**config.mk**
```make
export PLATFORM = sky130hd
export DESIGN_NAME = hazard_ctrl
export DESIGN_NICKNAME = d
export VERILOG_FILES = /design/src/rtl/hazard_pkg.sv /design/src/rtl/hazard_ctrl_forward_unit.sv /design/src/rtl/hazard_ctrl.sv
export SDC_FILE = /design/constraint.sdc
export NUM_CORES = 1
export LEC_CHECK = 0
export BUFFER_PORTS_ARGS = -buffer_cell sky130_fd_sc_hd__buf_2
export CAP_MARGIN = 0
export CORE_MARGIN = 8
export CORE_UTILIZATION = 34
export CTS_CLUSTER_DIAMETER = 60
export CTS_CLUSTER_SIZE = 12
export DETAILED_ROUTE_END_ITERATION = 6
export MAX_ROUTING_LAYER = met4
export PLACE_DENSITY = 0.68
export SLEW_MARGIN = 20
export SYNTH_ARGS = -nofsm -noshare
export SYNTH_HDL_FRONTEND = slang
export SYNTH_SLANG_ARGS = --single-unit
```
**constraint.sdc**
```tcl
create_clock -name clk -period 5.7 [get_ports clk]
set_input_delay 1.14 -clock clk [delete_from_list [all_inputs] [get_ports clk]]
set_output_delay 1.14 -clock clk [all_outputs]
set_load 0.01 [all_outputs]
```
**src/rtl/hazard_pkg.sv**
```systemverilog
// Shared encodings for the pipeline hazard controller.
// Optional perf counters in hazard_ctrl are enabled by HAZARD_PERF_CNT_EN.
package hazard_pkg;

    localparam int HZ_ADDR_W = 5;

    typedef enum logic [1:0] {
        ST_INIT     = 2'b00,
        ST_RUN      = 2'b01,
        ST_MEM_WAIT = 2'b10
    } hz_state_e;

    localparam logic [1:0] FWD_RF  = 2'b00;
    localparam logic [1:0] FWD_WB  = 2'b01;
    localparam logic [1:0] FWD_MEM = 2'b10;

endpackage

```
**src/rtl/hazard_ctrl_forward_unit.sv**
```systemverilog
// Operand bypass selection for the Execute stage.
// Memory-stage results take priority over Writeback; x0 never forwards.
module forward_unit
    import hazard_pkg::*;
#(
    parameter int ADDR_W = HZ_ADDR_W
) (
    input  logic              en_i,
    input  logic [ADDR_W-1:0] rs1e_i,
    input  logic [ADDR_W-1:0] rs2e_i,
    input  logic [ADDR_W-1:0] rdm_i,
    input  logic [ADDR_W-1:0] rdw_i,
    input  logic              regwritem_i,
    input  logic              regwritew_i,
    output logic [1:0]        fwd_a_o,
    output logic [1:0]        fwd_b_o
);

    logic m_ok;
    logic w_ok;

    assign m_ok = regwritem_i & (rdm_i != '0);
    assign w_ok = regwritew_i & (rdw_i != '0);

    always_comb begin
        fwd_a_o = FWD_RF;
        fwd_b_o = FWD_RF;
        if (en_i) begin
            if (m_ok && rdm_i == rs1e_i)      fwd_a_o = FWD_MEM;
            else if (w_ok && rdw_i == rs1e_i) fwd_a_o = FWD_WB;
            if (m_ok && rdm_i == rs2e_i)      fwd_b_o = FWD_MEM;
            else if (w_ok && rdw_i == rs2e_i) fwd_b_o = FWD_WB;
        end
    end

endmodule

```
**src/rtl/hazard_ctrl.sv**
```systemverilog
// Pipeline hazard controller: stalls, flushes, forwarding, regfile clear.
// Define HAZARD_PERF_CNT_EN to add stall_cnt / flush_cnt outputs.
module hazard_ctrl
    import hazard_pkg::*;
#(
    parameter int NUM_REGS  = 32,
    parameter int ADDR_W    = HZ_ADDR_W,
    parameter int SKIP_INIT = 0
) (
    input  logic              clk,
    input  logic              rst,
    input  logic [ADDR_W-1:0] Rs1D,
    input  logic [ADDR_W-1:0] Rs2D,
    input  logic [ADDR_W-1:0] Rs1E,
    input  logic [ADDR_W-1:0] Rs2E,
    input  logic [ADDR_W-1:0] RdE,
    input  logic [ADDR_W-1:0] RdM,
    input  logic [ADDR_W-1:0] RdW,
    input  logic              RegWriteM,
    input  logic              RegWriteW,
    input  logic              ResultSrcE,
    input  logic              PCSrcE,
    input  logic              dmem_req_M,
    input  logic              dmem_ready,
    output logic [1:0]        ForwardAE,
    output logic [1:0]        ForwardBE,
    output logic              StallF,
    output logic              StallD,
    output logic              StallE,
    output logic              StallM,
    output logic              FlushD,
    output logic              FlushE,
    output logic              FlushW,
    output logic              init_we,
    output logic [ADDR_W-1:0] init_addr,
    output logic              init_busy
`ifdef HAZARD_PERF_CNT_EN
    ,
    output logic [31:0]       stall_cnt,
    output logic [31:0]       flush_cnt
`endif
);

    localparam logic [ADDR_W-1:0] LAST_REG = ADDR_W'(NUM_REGS - 1);
    localparam hz_state_e RST_STATE = (SKIP_INIT != 0) ? ST_RUN : ST_INIT;

    hz_state_e         state_q, state_d;
    logic [ADDR_W-1:0] cnt_q, cnt_d;
    logic              fwd_en;
    logic              lw_stall;
    logic              mem_stall;

    assign lw_stall  = ResultSrcE & (RdE != '0) & ((RdE == Rs1D) | (RdE == Rs2D));
    assign mem_stall = dmem_req_M & ~dmem_ready;

    always_ff @(posedge clk) begin
        if (!rst) begin
            state_q <= RST_STATE;
            cnt_q   <= '0;
        end else begin
            state_q <= state_d;
            cnt_q   <= cnt_d;
        end
    end

    always_comb begin
        state_d   = state_q;
        cnt_d     = cnt_q;
        StallF    = 1'b0;
        StallD    = 1'b0;
        StallE    = 1'b0;
        StallM    = 1'b0;
        FlushD    = 1'b0;
        FlushE    = 1'b0;
        FlushW    = 1'b0;
        init_we   = 1'b0;
        init_addr = '0;
        init_busy = 1'b0;
        fwd_en    = 1'b1;
        if (!rst) begin
            {StallF, StallD, StallE, StallM} = 4'hF;
            FlushE    = 1'b1;
            init_busy = 1'b1;
            fwd_en    = 1'b0;
        end else begin
            case (state_q)
                ST_INIT: begin
                    {StallF, StallD, StallE, StallM} = 4'hF;
                    FlushE    = 1'b1;
                    init_busy = 1'b1;
                    init_we   = 1'b1;
                    init_addr = cnt_q;
                    fwd_en    = 1'b0;
                    cnt_d     = cnt_q + 1'b1;
                    if (cnt_q == LAST_REG) state_d = ST_RUN;
                end
                ST_RUN: begin
                    // A frozen pipeline cannot act on branch or load-use.
                    if (mem_stall) begin
                        {StallF, StallD, StallE, StallM} = 4'hF;
                        FlushW  = 1'b1;
                        state_d = ST_MEM_WAIT;
                    end else if (PCSrcE) begin
                        FlushD = 1'b1;
                        FlushE = 1'b1;
                    end else if (lw_stall) begin
                        StallF = 1'b1;
                        StallD = 1'b1;
                        FlushE = 1'b1;
                    end
                end
                ST_MEM_WAIT: begin
                    {StallF, StallD, StallE, StallM} = 4'hF;
                    FlushW = 1'b1;
                    if (dmem_ready) state_d = ST_RUN;
                end
                default: begin
                    {StallF, StallD, StallE, StallM} = 4'hF;
                    FlushE    = 1'b1;
                    init_busy = 1'b1;
                    fwd_en    = 1'b0;
                    state_d   = ST_INIT;
                    cnt_d     = '0;
                end
            endcase
        end
    end

    forward_unit #(.ADDR_W(ADDR_W)) u_fwd (
        .en_i        (fwd_en),
        .rs1e_i      (Rs1E),
        .rs2e_i      (Rs2E),
        .rdm_i       (RdM),
        .rdw_i       (RdW),
        .regwritem_i (RegWriteM),
        .regwritew_i (RegWriteW),
        .fwd_a_o     (ForwardAE),
        .fwd_b_o     (ForwardBE)
    );

`ifdef HAZARD_PERF_CNT_EN
    logic [31:0] stall_cnt_q;
    logic [31:0] flush_cnt_q;

    always_ff @(posedge clk) begin
        if (!rst) begin
            stall_cnt_q <= '0;
            flush_cnt_q <= '0;
        end else begin
            if ((state_q == ST_RUN || state_q == ST_MEM_WAIT) && StallF)
                stall_cnt_q <= stall_cnt_q + 32'd1;
            if (state_q == ST_RUN && (FlushD || FlushE))
                flush_cnt_q <= flush_cnt_q + 32'd1;
        end
    end

    assign stall_cnt = stall_cnt_q;
    assign flush_cnt = flush_cnt_q;
`endif

endmodule
```
# Yosys cells after proc, flatten, opt, wreduce, memory -nomap -nowiden
# Cells that the tools add are included.
[op_classes]
bitwise = 7
addsub = 1
mux = 37
n_reduce_logical = 10
n_eq_ne = 12
[op_table]
columns = ["operator", "n"]
rows = [
  ["$eq A5 B5 Y1", 6],
  ["$mux W1", 24],
  ["$reduce_bool A5 Y1", 3],
  ["$mux W2", 7],
  ["$mux W5", 2],
  ["$pmux W5 S2", 1],
  ["$ne A2 B2 Y1 const B", 3],
  ["$pmux W2 S3", 1],
  ["$add A5 B1 Y5 const B", 1],
  ["$and A1 B1 Y1", 5],
  ["$eq A5 B5 Y1 const B", 1],
  ["$logic_and A1 B1 Y1", 4],
  ["$pmux W1 S2", 2],
  ["$reduce_and A3 Y1", 1],
  ["$eq A2 B1 Y1 const B", 1],
  ["$eq A2 B2 Y1 const B", 1],
  ["$logic_not A2 Y1", 1],
  ["$reduce_or A2 Y1", 1],
  ["$not A1 Y1", 1],
  ["$or A1 B1 Y1", 1],
]
[totals]
inputBits = 43
word_cells = 69
register_bits = 7

# Depth between registers and ports, before layout
# Gate-level depths: netlist of the first run.
[logic_depth]
word_depth = 8
depth_mapped = 7
depth_no_buf = 7

# By module
# A second synthesis of the first run with hierarchy kept.
[unflattened]
cells_unflattened = 123
hier_area_um2 = 944.7
[by_module_without_submodules]
columns = ["module", "instances", "seq_area_each_um2", "area_each_um2", "cells_per_inst"]
rows = [
  ["hazard_ctrl", 1, 140.1, 663.1, 87],
  ["forward_unit", 1, 0.0, 281.5, 36],
]

# Least setup slack after synthesis of the first run
# Ideal clock, no wire load.
[synth_path]
kind = "input to output"
start = "input RdE[3]"
end = "output StallF"
path_buffers = 1
setup_slack_ps = 2135
path_stages = 5
arrival_ps = 2425
cell_sequence = "xor2_1 nor3_1 a22oi_1 o311ai_0 buf_4"
[synth_between]
elab_chain_len = 8
elab_cells_between_ends = 11
cone_classes = "eq/ne (2); mux (5); bitwise (3); reduce/logical (1)"
[synth_lines]
columns = ["element", "line", "source"]
rows = [
  ["start, declared", "hazard_ctrl.sv:16", "input logic [ADDR_W-1:0] RdE,"],
  ["$eq A5 B5 Y1 or $reduce_bool A5 Y1 (tied branches)", "hazard_ctrl.sv:53", "assign lw_stall = ResultSrcE & (RdE != '0) & ((RdE == Rs1D) | (RdE == Rs2D));"],
  ["$or A1 B1 Y1 or $and A1 B1 Y1 (tied branches)", "hazard_ctrl.sv:53", ""],
  ["$and A1 B1 Y1 (*)", "hazard_ctrl.sv:53", ""],
  ["$mux W1 (*) (5 in series)", "n/a", ""],
  ["end, declared", "hazard_ctrl.sv:27", "output logic StallF,"],
]
# Every way passes the cells marked *; elsewhere a longest branch is shown, timed or not.

# Worst setup path in the final report of the first run
[layout_path]
start = "input RdM[1]"
end = "output ForwardAE[0]"
[layout_between]
elab_chain_len = 5
elab_cells_between_ends = 6
cone_classes = "eq/ne (1); mux (2); bitwise (1); reduce/logical (2)"
[layout_lines]
columns = ["element", "line", "source"]
rows = [
  ["start, declared", "hazard_ctrl.sv:17", "input logic [ADDR_W-1:0] RdM,"],
  ["$reduce_bool A5 Y1", "hazard_ctrl_forward_unit.sv:22", "assign m_ok = regwritem_i & (rdm_i != '0);"],
  ["$and A1 B1 Y1", "hazard_ctrl_forward_unit.sv:22", ""],
  ["$logic_and A1 B1 Y1 (*)", "hazard_ctrl_forward_unit.sv:29", "if (m_ok && rdm_i == rs1e_i) fwd_a_o = FWD_MEM;"],
  ["$mux W2 (*)", "hazard_ctrl_forward_unit.sv:29", ""],
  ["$mux W2 (*)", "hazard_ctrl_forward_unit.sv:28", "if (en_i) begin"],
  ["end, declared", "hazard_ctrl.sv:25", "output logic [1:0] ForwardAE,"],
]
# Marked as above.

==> results of run 1 <==
[worst max-delay path, stage by stage]
cell and delay (ps):
buf_2 120, or4_1 530, o21ai_2 170, nor3_1 90, nor4_2 250, buf_2 170
[kinds of logic (layout without fill, tap and decap cells)]
| group | Yosys count | after routing |
|---|---|---|
| and+or+nand+nor | 49 | 49 |
| xor gates and xnor gates | 31 | 31 |
| AOI/OAI and AO/OA | 17 | 17 |
| buffers and inverters | 9 | 68 |
| DFF | 7 | 7 |
| adders and majority gates | 6 | 6 |
| muxes | 2 | 2 |
[state kept, by name, indices dropped and copies added, names as in the netlist]
register	flops
state_q	2
cnt_q	5
[area by class of cell]
type                    count  area (um^2)
fillers                   269         1410
flip-flops and latches      7          140
inverters                   4         15.0
clock buffers               4         26.3
repair buffers             60          300
multi-input cells         105          757
well taps                  31         38.8
[worst max path at each step]
| stage | startpoint | to | slack [ps] | depth (start not counted) |
|---|---|---|---|---|
| floorplan | RdE[3] | StallF | 2140 | 5 |
| global placement | rst | ForwardBE[0] | 2110 | 5 |
| detailed placement | RdM[1] | ForwardAE[0] | 2090 | 6 |
| CTS | RdM[1] | ForwardAE[0] | 2090 | 6 |
| global route | RdM[1] | ForwardAE[0] | 2010 | 6 |
| finish | RdM[1] | ForwardAE[0] | 2090 | 6 |
[cells in the final DEF, fill, tap and decap left out, types with 2 or more instances in the layout]
| cell type | n |
|---|---|
| a21boi_0 | 2 |
| and2_1 | 4 |
| and3_1 | 7 |
| buf_2 | 60 |
| clkbuf_4 | 3 |
| dfxtp_1 | 7 |
| ha_1 | 6 |
| inv_1 | 4 |
| mux2i_1 | 2 |
| nand2_1 | 9 |
| nand3_1 | 3 |
| nor2_1 | 8 |
| nor2b_1 | 4 |
| nor3_1 | 3 |
| nor4_1 | 2 |
| nor4_2 | 2 |
| o21ai_0 | 7 |
| or4_1 | 5 |
| xnor2_1 | 8 |
| xor2_1 | 23 |
[per-layer routing]
layer,vias to the layer above,share of wire [%]
met2,17,57
met3,3,4.7
li1,546,-
met4,0,0.91
met1,480,38
met5,-,0
[power groups by stage]
stage               clock network [W]  registers [W]  logic [W]
finish                      0.0000470      0.0000526  0.0000525
global route                0.0000532      0.0000530  0.0000582
CTS                         0.0000483      0.0000525  0.0000528
detailed placement                  0      0.0000536  0.0000526
global placement                    0      0.0000535  0.0000513
floorplan                           0      0.0000531  0.0000257
[metrics by stage]
stage / power [W] / cell area, um^2 / cells
floorplan: 0.0000788 / 938 / 121
global placement: 0.000105 / 1250 / 207
detailed placement: 0.000106 / 1250 / 207
CTS: 0.000154 / 1280 / 211
global route: 0.000164 / 1280 / 211
finish: 0.000152 / 1280 / 211
==> metrics.txt, run 1 <==
1st-iter DRT viols 57; # DRC 0; Hold Crit Endpoint cnt_q[0]; CTS tree done; pwr/cell area 119 nW/um^2; combinational power share 34.5%; reg2reg setup slack 3840 ps; GPL Wtd Cong 0.888; top cells by count, synth xor2_1 (23), nand2_1 (9), nor2_1 (8), xnor2_1 (8); hold path depth 2; worst endpoint required time 4560 ps; GRT met3 Usage 2.91%; ANT cells 0; grt ovf 0; Layout Area Growth over Synthesis 36.1%; number of synthesis warnings 0; Net Sw Power 0.0000478 W; final period utilization 63.3%; # hold bufs at CTS 0; number of flops mapped to enable cells by yosys 0; Die W 68.5 um; Synth Cell Area 938 um^2; VDD IR-drop max 74.3 uV; post-synth top area cell xor2_1; Yosys reg bits 7; drt first pass iters 4; Startpoint Class input pin; nets 230; largest net degree at the start of global routing 20; Final Max Tran Viols 0; worst rel slew slack 67.9%; internal power 0.000104 W; Hold Vio Cnt, Final 0; worst r2r src cnt_q[0]; Worst-Margin Slew 481 ps; grt met2 use 21.1%; # IOs 61; die span in y 68.5 um; global-route wire length before repair 4180 um; syn_nets 170; MaxCap Viol Count 0; Area contributors post-synth xor2_1 (21%), dfxtp_1 (15%), ha_1 (8.0%); outcome finished, final reports clean; CTS clock-pin slew for the worst setup and hold paths 50 ps; Starting Density 34.9%; Routed WL 2750 um; asr flop ratio synth 0%; most numerous cell in the Yosys netlist xor2_1; number of global-route vias before repair 1011; dominant synthesized flop cell dfxtp_1; crit path time final 3610 ps; maximum clock frequency 0.277 GHz; min-delay src cnt_q[0]; post-CTS setup buffers 0; Clock Skew 2.40 ps; cell leakage power 0.605 nW; Clock power frac 30.9%; CTS resizes 0; r2r endpoint state_q[1]; unrepaired setup endpoints after global routing no; Seq/Total Area, Yosys 14.9%; die area 4700 um^2; GR Util All Layers 11.5%; GRT busiest layer met2; critical path arrival 2470 ps; post-synthesis adder-cell area fraction 8.00%; Longest Clk Path Bufs 2; CTS Buf Count 3; Final HPWL DP 2420 um; Final setup viols 0; initial antenna violation count 0; PnR worst setup slack 2090 ps; crit-path max FO 3; later-pin clock latency in the skew report 260 ps; largest family of logic cells by synthesized area simple AND/OR/NAND/NOR gates; crit end category output port; post-synthesis compound-gate area fraction 12.0%; Sw Share 31.4%; Clock Root Buffer clkbuf_4; routed vias/inst 4.96; Synth cell types 30; clk sinks 7; post-synthesis mux area share 2.13%; worst r2r path cells 7; Worst Path Class, Setup input pin to output port; pre-CTS setup slack 2090 ps; setup TNS 0 ps; simple-gate share of the synthesized area 29.6%; WL per Instance 13.0 um; Routed Antenna Nets 0; via count 1046; Final Util 47.6%; port bufs 60; Post-Synthesis Cells 121; layout cells sized above 1 36.7%; H-Tree Depth 1; Worst Hold Class flop to flop; Core Region 2690 um^2; XOR/XNOR Fraction of Synth Area 28.9%; sequential share of power 34.6%; top-area cell type share of the netlist area 21.5%; GR Util met1 11.8%; Fin Hold WS 527 ps; row count 19; Mapped Avg Cell Area 7.76 um^2
(Power assumes the default switching activity.)
==> inputs of run 2 (changes only) <==
--- a/config.mk
+++ b/config.mk
@@ -5,6 +5,7 @@
 export SDC_FILE = /design/constraint.sdc
 export NUM_CORES = 1
 export LEC_CHECK = 0
+export ABC_AREA = 1
 export BUFFER_PORTS_ARGS = -buffer_cell sky130_fd_sc_hd__buf_2
 export CAP_MARGIN = 0
 export CORE_MARGIN = 8
@@ -13,7 +14,7 @@
 export CTS_CLUSTER_SIZE = 12
 export DETAILED_ROUTE_END_ITERATION = 6
 export MAX_ROUTING_LAYER = met4
-export PLACE_DENSITY = 0.68
+export PLACE_DENSITY = 0.69
 export SLEW_MARGIN = 20
 export SYNTH_ARGS = -nofsm -noshare
 export SYNTH_HDL_FRONTEND = slang
==> constraint.sdc (replaced) <==
create_clock -name clk -period 3.3 [get_ports clk]
set_input_delay 0.66 -clock clk [delete_from_list [all_inputs] [get_ports clk]]
set_output_delay 0.66 -clock clk [all_outputs]
set_load 0.01 [all_outputs]
==> run 2 against run 1 <==
Compared with the run above:
- core utilization is 0.95 points higher
- via count is 13% higher
- register-to-register slack worse by 2000 ps
- global-route usage is 0.14 points lower
- synthesized cell count is 43% higher
- critical path type is now flop to output port
- highest routed layer unchanged
==> metrics.txt, run 2 <==
outcome finished, final reports clean; critical path arrival 1800 ps (-670 ps); biggest regs cnt_q x5, state_q x2; dominant synthesized flop cell dfxtp_1; 1st-iter DRT viols 65 (+14%); CTS Buf Count 3 (unchanged); slowest CP cell dfxtp_1; Clock Root Buffer clkbuf_4; crit-path max FO 9 (+6); Post-Synthesis Cells 173 (+43%); GR Util All Layers 11.4% (-0.14 points); Placed Area 1310 um^2 (+4.8%); port bufs 60 (unchanged); Reg area 140 um^2 (unchanged); Hold Vio Cnt, Final 0 (unchanged); crit end category output port; crit path time final 2460 ps; Synth Cell Area 987 um^2 (+5.2%); cell leakage power 0.776 nW (+28%); CTS tree done; footprint of the multi-input gates 697 um^2 (-7.9%); MaxCap Viol Count 0 (unchanged); total power 0.000543 W (+260%); crit path buf inv count 3 (+1); WL per Instance 10.5 um (-19%); via count 1181 (+13%); Die W 69.9 um (+2.0%); setup TNS 0 ps (unchanged); drt first pass iters 4 (unchanged); Worst-Margin Slew 297 ps (-184 ps); later-pin clock latency in the skew report 260 ps (about the same); worst endpoint required time 2640 ps (-1920 ps); most numerous cell in the Yosys netlist nand2_1; Fillers 297 (+10%); Fin Hold WS 493 ps (-34.1 ps); CTS resizes 0 (unchanged); CTS clock-pin slew for the worst setup and hold paths 50 ps (about the same); Seq/Total Area, Yosys 14.2% (-0.74 points); Yosys reg bits 7 (unchanged); layout cells sized above 1 27.7% (-9.0 points); row count 19 (unchanged); largest net degree at the start of global routing 10 (-50%); H-Tree Depth 1 (unchanged); ANT cells 0 (unchanged); post-CTS setup buffers 0 (unchanged); Worst Path Class, Setup flop to output port; nets 285 (+24%); commonest non-fill, non-tap cell in the layout buf_2; Startpoint Class flop; crit-path cells inv_1 > ha_1 > nand2_2 > inv_1 > o21ai_0 > a21oi_1 > nand3_1 > a21oi_1 > buf_2; asr flop ratio synth 0% (unchanged); routed vias/inst 4.44 (-10%); Final Max Tran Viols 0 (unchanged); global-route wire length before repair 4690 um (+12%); Clock Skew 9.83 ps (+7.43 ps); Routed Antenna Nets 0 (unchanged); Layout Area Growth over Synthesis 35.5%; flip-flop count of the largest register after layout 5 (unchanged); Starting Density 35.8% (+0.87 points); Synth cell types 20 (-33%); number of flops mapped to enable cells by yosys 0 (unchanged); syn_nets 222 (+31%); number of global-route vias before repair 1176 (+16%); unrepaired setup endpoints after global routing no; top-area cell type share of the netlist area 15.6% (-5.9 points); VDD IR-drop max 323 uV (+340%); # DRC 0 (unchanged); largest reg by FF count cnt_q; grt ovf 0 (unchanged); max incr delay on CP 350 ps (-180 ps); GPL Wtd Cong 0.856 (-3.6%); top cells by count, synth nand2_1 (41), inv_1 (36), nor2_1 (25); final instance area 1340 um^2 (+4.7%); maximum clock frequency 0.406 GHz; Core Region 2760 um^2 (+2.7%); die span in y 69.9 um (+2.0%); final period utilization 74.7%; Worst Hold Class flop to flop; # hold bufs at CTS 0 (unchanged); clk sinks 7 (unchanged); Final HPWL DP 2530 um (+4.9%); die area 4880 um^2 (+4.0%); family with the most delay on the worst path flip-flops; Final setup viols 0 (unchanged); Mapped Avg Cell Area 5.71 um^2 (-26%); # IOs 61 (unchanged); Longest Clk Path Bufs 2 (unchanged); Final Util 48.5% (+0.95 points); pwr/cell area 406 nW/um^2 (+240%); initial antenna violation count 0 (unchanged); post-synth top area cell nand2_1; worst rel slew slack 80.2% (+12 points); Area contributors post-synth nand2_1 (16%), dfxtp_1 (14%), inv_1 (14%); commonest non-fill, non-tap cells in the layout buf_2 (60), nand2_1 (41), inv_1 (36); Routed WL 2790 um (+1.6%); number of synthesis warnings 0 (unchanged)
## run 2: metal layers
metal,vias up,GRT usage (%),routed length (um)
li1,656,-,-
met1,485,11.9,1260
met2,36,19.8,1370
met3,4,2.82,126
met4,0,5.13,38
met5,-,-,0
## run 2: logic make-up (layout without fill, tap and decap cells)
logic type                 after synthesis  count (layout)  synth area share [%]
buffers and inverters                   38             100                  15.2
DFF                                      7               7                  14.2
AOI/OAI and AO/OA                       21              21                  11.4
and+or+nand+nor                         82              82                  34.7
adders and majority gates                6               6                  7.60
xor gates and xnor gates                19              19                  16.9
## run 2: area by class of cell
cell class                 count  area share (%)
tap                           31            2.90
timing repair buffer          60            22.5
sequential                     7            10.5
multi-input combinational    128            52.1
clock buffer                   4            1.96
inverter                      36            10.1
## run 2: worst register-to-register path: stages, from the launching register on
cell and delay, ps:
dfxtp_1 320, ha_1 220, nand2_1 110, nor2_1 50
ha_1 180, o221ai_1 290, o21ai_0 120, a21oi_1 120
## run 2: stage by stage
step	instances	worst slack, ps
floorplan	173	1060
global placement	262	1030
detailed placement	262	1020
CTS	266	804
global route	266	572
finish	266	835
## run 2: worst paths after layout
| path | start | end | slack (ps) | depth (start not counted) |
|---|---|---|---|---|
| min | cnt_q[4] | cnt_q[4] | 490 | 2 |
| max | state_q[1] | ForwardAE[0] | 840 | 9 |
| max reg2reg | cnt_q[0] | state_q[1] | 1810 | 7 |
| min reg2reg | cnt_q[4] | cnt_q[4] | 490 | 2 |
## run 2: where the power goes
group | total (W) | switching [W] | internal, W
registers | 0.000125 | 0.0000173 | 0.000108
logic | 0.000339 | 0.000205 | 0.000133
clock network | 0.0000788 | 0.0000327 | 0.0000462
total | 0.000543 | 0.000255 | 0.000288
==> inputs of run 3 (changes only) <==
--- a/config.mk
+++ b/config.mk
@@ -14,7 +14,7 @@
 export CTS_CLUSTER_SIZE = 12
 export DETAILED_ROUTE_END_ITERATION = 6
 export MAX_ROUTING_LAYER = met4
-export PLACE_DENSITY = 0.69
+export PLACE_DENSITY = 0.67
 export SLEW_MARGIN = 20
 export SYNTH_ARGS = -nofsm -noshare
 export SYNTH_HDL_FRONTEND = slang
==> constraint.sdc (replaced) <==
create_clock -name clk -period 2.6 [get_ports clk]
set_input_delay 0.52 -clock clk [delete_from_list [all_inputs] [get_ports clk]]
set_output_delay 0.52 -clock clk [all_outputs]
set_load 0.01 [all_outputs]
==> run 3 against run 2 <==
Compared with the run above:
- clock skew is 1.0 ps higher
- wire length rose by 1.3%
- hold slack gained 5.7 ps
- worst setup slack worse by 550 ps
- cell area unchanged
- critical endpoint unchanged
- largest power group unchanged
==> metrics.txt, run 3 (synthesis gave the netlist of run 2 again) <==
grt ovf 0 (unchanged); GR Util All Layers 11.6% (+0.20 points); largest reg by FF count cnt_q; Final Max Tran Viols 0 (unchanged); # hold bufs at CTS 0 (unchanged); crit-path cells inv_1 > ha_1 > nand2_2 > inv_1 > o21ai_0 > a21oi_1 > nand3_1 > a21oi_1 > buf_2; Core Region 2760 um^2 (unchanged); min-delay src cnt_q[4]; nets 285 (unchanged); 1st-iter DRT viols 58 (-11%); Routed WL 2830 um (+1.3%); ANT cells 0 (unchanged); Placed Area 1310 um^2 (unchanged); drt first pass iters 4 (unchanged); crit-path max FO 9 (unchanged); Die W 69.9 um (unchanged); pwr/cell area 514 nW/um^2 (+27%); die area 4880 um^2 (unchanged); hold path depth 2 (unchanged); die span in y 69.9 um (unchanged); Startpoint Class flop; # DRC 0 (unchanged); CTS tree done; worst r2r path cells 7 (unchanged); slowest CP cell dfxtp_1; biggest regs cnt_q x5, state_q x2; max incr delay on CP 350 ps (about the same); final instance area 1340 um^2 (unchanged); number of global-route vias before repair 1226 (+4.3%); clk sinks 7 (unchanged); Worst-Margin Slew 297 ps (+0.0819 ps); worst r2r src cnt_q[0]; maximum clock frequency 0.433 GHz; via count 1203 (+1.9%); initial antenna violation count 0 (unchanged); layout cells sized above 1 27.7% (unchanged); setup TNS 0 ps (unchanged); unrepaired setup endpoints after global routing no; row count 19 (unchanged); commonest non-fill, non-tap cell in the layout buf_2; Clock Skew 10.9 ps (+1.04 ps); Hold Crit Endpoint cnt_q[4]; global-route wire length before repair 4890 um (+4.3%); total power 0.000688 W (+27%); crit path time final 2310 ps; family with the most delay on the worst path flip-flops; WP depth 9 (unchanged); WL per Instance 10.6 um (+1.3%); reg2reg setup slack 1120 ps (-690 ps); Fin Hold WS 498 ps (+5.69 ps); port bufs 60 (unchanged); flip-flop count of the largest register after layout 5 (unchanged); Routed Antenna Nets 0 (unchanged); r2r endpoint state_q[1]; final period utilization 88.9%; worst rel slew slack 80.2% (about the same); Final Util 48.5% (unchanged); MaxCap Viol Count 0 (unchanged); worst endpoint required time 2080 ps (-560 ps); routed vias/inst 4.52 (+1.9%); Clock Root Buffer clkbuf_4; commonest non-fill, non-tap cells in the layout buf_2 (60), nand2_1 (41), inv_1 (36); CTS clock-pin slew for the worst setup and hold paths 50 ps (about the same); Final setup viols 0 (unchanged); H-Tree Depth 1 (unchanged); Starting Density 35.8% (unchanged); cell leakage power 0.776 nW (unchanged); post-CTS setup buffers 0 (unchanged); Layout Area Growth over Synthesis 35.5% (unchanged); Worst Hold Class flop to flop; Hold Vio Cnt, Final 0 (unchanged); CTS resizes 0 (unchanged); outcome finished, final reports clean; largest net degree at the start of global routing 10 (unchanged); Worst Path Class, Setup flop to output port; Longest Clk Path Bufs 2 (unchanged); CTS Buf Count 3 (unchanged); GPL Wtd Cong 0.816 (-4.6%); # IOs 61 (unchanged); critical path arrival 1790 ps (about the same); crit end category output port; Final HPWL DP 2570 um (+1.2%); VDD IR-drop max 383 uV (+18%); later-pin clock latency in the skew report 250 ps (about the same); crit path buf inv count 3 (unchanged)
[run 3: cell counts in the layout (fill, tap and decap cells not counted)]
Identical to the previous run, type by type.
[run 3: tightest hold or removal path, cell delays in order, from the launching register on]
cell and delay, ps:
dfxtp_1 310, inv_1 60, o21ai_0 70
[run 3: layer usage]
layer	track usage (%)	wire length, um
met1	12.3	1260
met2	20.8	1430
met3	1.84	113
met4	4.69	28
met5	-	0
[run 3: worst max path at each step]
stage / start / to / slack (ps)
6_report: state_q[0] / ForwardAE[0] / 290
5_1_grt: state_q[0] / ForwardAE[0] / 70
4_1_cts: state_q[1] / ForwardAE[0] / 270
3_5_place_dp: state_q[1] / ForwardAE[0] / 540
3_3_place_gp: state_q[1] / ForwardAE[0] / 570
2_1_floorplan: RdE[2] / StallF / 640
[run 3: final cells by class]
cell class                 instances  area (um^2)
fill                             295         1420
clock buffer                       4         26.3
multi-input combinational        128          697
tap                               31         38.8
sequential                         7          140
timing repair buffer              60          300
inverter                          36          135
[run 3: per-stage QoR]
stage / instances / setup slack (ps)
after floorplan: 173 / 642
after global placement: 262 / 566
after detailed placement: 262 / 536
after CTS: 266 / 270
after global routing: 266 / 69.0
final: 266 / 289
[run 3: where the power goes]
| part | switching (W) | leakage [nW] | total (W) | internal [W] |
|---|---|---|---|---|
| clock network | 0.0000395 | 0.0150 | 0.0000980 | 0.0000586 |
| logic | 0.000262 | 0.704 | 0.000431 | 0.000169 |
| registers | 0.0000220 | 0.0571 | 0.000159 | 0.000137 |
| total | 0.000323 | 0.776 | 0.000688 | 0.000365 |
